==> src/rtl/led_matrix_pkg.sv <==
// Shared definitions for the 5x7 LED matrix frame buffer and scanner.
//   ROWS/COLS/PIX : matrix geometry, pixel bit index = row*COLS + col
//   op_e          : frame update op codes carried on the 2-bit op port
//   scan_state_e  : row scanner states
package led_matrix_pkg;
  localparam int ROWS = 5;
  localparam int COLS = 7;
  localparam int PIX  = ROWS * COLS;

  typedef enum logic [1:0] {
    OP_SET    = 2'b00,
    OP_CLR    = 2'b01,
    OP_TGL    = 2'b10,
    OP_CLRALL = 2'b11
  } op_e;

  typedef enum logic {
    BLANK = 1'b0,
    ON    = 1'b1
  } scan_state_e;
endpackage

==> src/rtl/led_frame_buf.sv <==
// Frame register with set/clear/toggle/clear-all update ops plus the shadow
// copy the scanner reads from.
//   clk, rst     : clock, synchronous active-high reset
//   wr, op       : apply op to frame using pix_en as a mask
//   pix_en       : pixel mask (bit r*7+c)
//   frame_load   : overwrite frame with frame_in (wins over wr)
//   shadow_load  : copy pre-edge frame into shadow (frame boundary)
//   frame        : live frame register
//   shadow       : frame snapshot used for display
module led_frame_buf
  import led_matrix_pkg::*;
(
  input  logic           clk,
  input  logic           rst,
  input  logic           wr,
  input  logic [1:0]     op,
  input  logic [PIX-1:0] pix_en,
  input  logic           frame_load,
  input  logic [PIX-1:0] frame_in,
  input  logic           shadow_load,
  output logic [PIX-1:0] frame,
  output logic [PIX-1:0] shadow
);

  always_ff @(posedge clk) begin
    if (rst) begin
      frame  <= '0;
      shadow <= '0;
    end else begin
      // Nonblocking read of frame: a write on the boundary edge lands in
      // the next frame's snapshot, not this one.
      if (shadow_load) shadow <= frame;
      if (frame_load) begin
        frame <= frame_in;
      end else if (wr) begin
        case (op_e'(op))
          OP_SET:    frame <= frame | pix_en;
          OP_CLR:    frame <= frame & ~pix_en;
          OP_TGL:    frame <= frame ^ pix_en;
          default:   frame <= '0;
        endcase
      end
    end
  end

endmodule

==> src/rtl/led_matrix_scan.sv <==
// Row-multiplexing driver for a 5x7 LED matrix. Each row gets a blanking
// gap of BLANK_CYCLES followed by CLK_DIV cycles of drive; the displayed
// image comes from a shadow snapshot taken when the scan wraps 4 -> 0.
//   clk, rst            : clock, synchronous active-high reset
//   pix_en, wr, op      : masked frame update
//   frame_load, frame_in: whole-frame overwrite
//   frame               : live frame readback
//   row_n               : active-low row select (all high while blanking)
//   col                 : active-high column drive
//   row_idx             : row being scanned
module led_matrix_scan
  import led_matrix_pkg::*;
#(
  parameter int CLK_DIV      = 10000,
  parameter int BLANK_CYCLES = 16
) (
  input  logic            clk,
  input  logic            rst,
  input  logic [PIX-1:0]  pix_en,
  input  logic            wr,
  input  logic [1:0]      op,
  input  logic            frame_load,
  input  logic [PIX-1:0]  frame_in,
  output logic [PIX-1:0]  frame,
  output logic [ROWS-1:0] row_n,
  output logic [COLS-1:0] col,
  output logic [2:0]      row_idx
);

  localparam int MAXC  = (CLK_DIV > BLANK_CYCLES) ? CLK_DIV : BLANK_CYCLES;
  localparam int CNT_W = $clog2(MAXC + 1);
  localparam logic [CNT_W-1:0] ON_LAST    = CNT_W'(CLK_DIV - 1);
  localparam logic [CNT_W-1:0] BLANK_LAST = CNT_W'(BLANK_CYCLES - 1);
  localparam logic [2:0]       ROW_LAST   = 3'(ROWS - 1);

  scan_state_e      state, state_nxt;
  logic [CNT_W-1:0] cnt, cnt_nxt;
  logic [2:0]       row_nxt;
  logic [ROWS-1:0]  row_n_nxt;
  logic [COLS-1:0]  col_nxt;
  logic [PIX-1:0]   shadow;
  logic             shadow_load;

  led_frame_buf u_fb (
    .clk        (clk),
    .rst        (rst),
    .wr         (wr),
    .op         (op),
    .pix_en     (pix_en),
    .frame_load (frame_load),
    .frame_in   (frame_in),
    .shadow_load(shadow_load),
    .frame      (frame),
    .shadow     (shadow)
  );

  always_ff @(posedge clk) begin
    if (rst) begin
      state   <= BLANK;
      cnt     <= '0;
      row_idx <= '0;
      row_n   <= '1;
      col     <= '0;
    end else begin
      state   <= state_nxt;
      cnt     <= cnt_nxt;
      row_idx <= row_nxt;
      row_n   <= row_n_nxt;
      col     <= col_nxt;
    end
  end

  always_comb begin
    state_nxt   = state;
    cnt_nxt     = cnt + CNT_W'(1);
    row_nxt     = row_idx;
    shadow_load = 1'b0;
    case (state)
      BLANK: begin
        if (cnt == BLANK_LAST) begin
          state_nxt = ON;
          cnt_nxt   = '0;
        end
      end
      ON: begin
        if (cnt == ON_LAST) begin
          state_nxt = BLANK;
          cnt_nxt   = '0;
          if (row_idx == ROW_LAST) begin
            row_nxt     = '0;
            shadow_load = 1'b1;
          end else begin
            row_nxt = row_idx + 3'd1;
          end
        end
      end
      default: begin
        state_nxt = BLANK;
        cnt_nxt   = '0;
      end
    endcase

    // Outputs are registered against the next state so they switch on the
    // same edge. Shadow only changes when entering BLANK, so reading it
    // here when entering ON is stable for the whole dwell.
    row_n_nxt = '1;
    col_nxt   = '0;
    if (state_nxt == ON) begin
      row_n_nxt = ~(ROWS'(1) << row_nxt);
      col_nxt   = shadow[row_nxt*COLS +: COLS];
    end
  end

endmodule

==> config.mk <==
export PLATFORM = sky130hd
export DESIGN_NAME = led_matrix_scan
export DESIGN_NICKNAME = d
export VERILOG_FILES = /design/src/rtl/led_matrix_pkg.sv /design/src/rtl/led_frame_buf.sv /design/src/rtl/led_matrix_scan.sv
export SDC_FILE = /design/constraint.sdc
export NUM_CORES = 1
export LEC_CHECK = 0
export BUFFER_PORTS_ARGS = -buffer_cell sky130_fd_sc_hd__buf_2
export CAP_MARGIN = 15
export CORE_ASPECT_RATIO = 2
export CORE_MARGIN = 4
export CORE_UTILIZATION = 60
export CTS_CLUSTER_SIZE = 40
export DETAILED_ROUTE_END_ITERATION = 6
export GPL_ROUTABILITY_DRIVEN = 1
export PLACE_DENSITY = 0.86
export SYNTH_ARGS = -nofsm -noshare
export SYNTH_HDL_FRONTEND = slang
export SYNTH_SLANG_ARGS = --single-unit
==> constraint.sdc <==
create_clock -name clk -period 6.65 [get_ports clk]
set_input_delay 0.9975 -clock clk [delete_from_list [all_inputs] [get_ports clk]]
set_output_delay 0.9975 -clock clk [all_outputs]
set_load 0.01 [all_outputs]
==> results.sh <==
export IMPL_violations="DRC"
export IMPL_netSwitchingFraction=0.2689
export IMPL_synth_area_mm2=0.006021
export IMPL_leakage_nw=3.060
export IMPL_htree_levels=3
export IMPL_synth_most_common_cell="nand2_1"
export IMPL_drc=1
export IMPL_cts_tree="built"
export IMPL_hold_viol=0
export IMPL_synth_area_leader_cell="dfxtp_1"
export IMPL_cts_root_buffer="clkbuf_16"
export IMPL_cts_sinks=100
export IMPL_status="finished with violations"
export IMPL_cts_inserted_buffers=9
export IMPL_grt_antenna_before_repair=0
export IMPL_grt_max_degree=76
export IMPL_start_kind="flop"
export IMPL_cp_data_arrival_time_ns=3.12
export IMPL_fill_cells=789
export IMPL_chipHeight_um=149.7
export IMPL_critPathLaunch="cnt[5]"
export IMPL_p_seq_frac=0.486
export IMPL_p_total_w=0.001301
export IMPL_ys_top_cells_by_count="nand2_1, dfxtp_1, inv_1"
export IMPL_grt_pass1_vias=5838
export IMPL_ys_seq_area_frac=0.3325
export IMPL_pwr_share_clk=0.371
export IMPL_grt_pass1_wl_mm=26.84
export IMPL_synth_seq_cells=100
export IMPL_rsz0062_at_grt="no"
export IMPL_regArea_mm2=0.002002
export IMPL_multi_input_area_mm2=0.003438
export IMPL_period_share=0.4422
export IMPL_synthDistinctLibCells=39
export IMPL_io_pins=126
export IMPL_critPathMaxFanout=18
export IMPL_hold_slack_ns=0.4483
export IMPL_synth_top_area_frac=0.3325
export IMPL_area_growth_pct=15.02
export IMPL_worstSetupEndpointType="flop"
export IMPL_power_switching_w=0.0003498
export IMPL_setup_viol=0
export IMPL_p_int_w=0.0009510
export IMPL_fin_crit_ns=2.940
export IMPL_slew_headroom=0.4176
export IMPL_start_util=0.6167
export IMPL_async_reset_ff_frac=0
export IMPL_vias=5863
export IMPL_synthCells=785
export IMPL_holdCritStartpoint="cnt[0]"
export IMPL_pwr_share_comb=0.143
export IMPL_utilization=0.7093
export IMPL_antenna_cells=0
export IMPL_drive_gt1_frac=0.1767
export IMPL_synth_edf_count=0
export IMPL_r2r_start="cnt[5]"
export IMPL_place_gp_congestion=0.8745
export IMPL_critical_path_class="flop to flop"
export IMPL_clk_latency_ns=0.35
export IMPL_synthTopCellsByArea="dfxtp_1, ha_1, nand2_1"
export IMPL_synth_area_per_cell_um2=7.670
export IMPL_post_cts_buffers=0
export IMPL_dieArea_mm2=0.01180
export IMPL_maxCapViolCount=0
export IMPL_vias_per_cell=5.811
export IMPL_core_mm2=0.009763
export IMPL_die_x_um=78.83
export IMPL_io_buffers=125
export IMPL_finalClockSkew_ns=0.009995
export IMPL_wl_mm=16.48
export IMPL_crit_required_ns=6.83
export IMPL_wl_per_cell_um=16.33
export IMPL_dp_hpwl_mm=11.95
export IMPL_path_clk_slew_ns=0.06
export IMPL_fp_row_count=51
export IMPL_peakVddDrop_uv=155.4
export IMPL_hold_path_class="flop to flop"
export IMPL_synthesis_nets=934
export IMPL_synth_ff_type="dfxtp_1"
export IMPL_ctsHoldBuffers=0
export IMPL_clock_tree_buffer_depth=2
export IMPL_fin_setup_tns_ns=0
export IMPL_grt_overflow=0
export IMPL_slew_viol_final=0
export IMPL_layout_nets=1021
export IMPL_tightest_slew_ns=0.8492
export IMPL_dr_pass1_iters=7
export IMPL_drt_iter0_markers=423
export IMPL_track_usage=0.2812
export IMPL_antenna_left=0
export IMPL_yosys_warnings=0
export IMPL_fmax_mhz=340.1
export IMPL_ctsResizeCount=0
export IMPL_p_per_area_mw_per_mm2=187.8
==> cells in the final DEF, fill, tap and decap left out, types with 2 or more instances in the layout <==
master and instances:
nand3_1 6, clkbuf_16 9, dfxtp_1 100, clkinv_2 4, and3_1 5, and4_1 2, buf_4 7, a21oi_1 57
nor3_1 38, o32ai_1 6, ha_1 73, inv_1 99, o21ai_0 36, xor2_1 6, or3_1 7, nor2_1 76
a211oi_1 14, nand4_1 4, xnor2_1 5, nand2_1 113, a221oi_1 35, a21boi_0 14, buf_2 125, mux2i_1 17
==> metal layers <==
metal	track usage	up-vias	share of wire
met5	0	-	0
met4	0.1386	0	0.038
met3	0.04217	56	0.052
met2	0.5179	250	0.54
met1	0.3074	2751	0.37
li1	-	2806	-
==> stage by stage <==
stage	area (um^2)	setup slack, ns	instances
after floorplan	6021	4.197	785
after global placement	6655	3.766	993
after detailed placement	6655	3.625	993
after CTS	6925	3.746	1009
after global routing	6925	3.393	1009
final	6925	3.710	1009
==> critical path, stage by stage (launching register included) <==
cell and delay [ns]:
dfxtp_1 0.36, nor4_1 0.58, nand4_1 0.59, and2_1 0.58
o211ai_1 0.42, o32ai_1 0.24
==> worst paths after layout <==
| path | endpoint | slack [ns] | depth (start not counted) |
|---|---|---|---|
| worst min-delay path | cnt[0] | 0.45 | 1 |
| worst min register to register | cnt[0] | 0.45 | 1 |
| worst max-delay path | col[3] | 3.71 | 5 |
| worst max register to register | col[3] | 3.71 | 5 |
==> final cells by class <==
type                            instances  area share
Inverter                               99     0.05366
Tap cell                              132     0.02385
Timing Repair Buffer                  132     0.09792
Multi-Input combinational cell        530      0.4965
Clock inverter                          5    0.003975
Sequential cell                       100      0.2891
Clock buffer                           11     0.03505
==> kinds of logic after synthesis <==
kind of cell | share of synthesized area
adders and majority gates | 0.1517
DFF | 0.3325
muxes | 0.03013
buffers and inverters | 0.09892
and+or+nand+nor | 0.1829
AOI/OAI and AO/OA | 0.1879
xor gates and xnor gates | 0.01600
==> sequential cells by signal, indices dropped and copies added (netlist names) <==
signal       cells
u_fb.frame      35
u_fb.shadow     35
col              7
cnt             14
row_idx          3
state            1
row_n            5
==> power groups by stage <==
stage	clock, W	sequential, W	combinational, W
4_1_cts	0.000488	0.000632	0.000185
3_3_place_gp	0	0.000645	0.000170
2_1_floorplan	0	0.000646	0.000112
5_1_grt	0.000514	0.000634	0.000210
3_5_place_dp	0	0.000645	0.000184
6_report	0.000482	0.000632	0.000186
(Power assumes the default switching activity.)
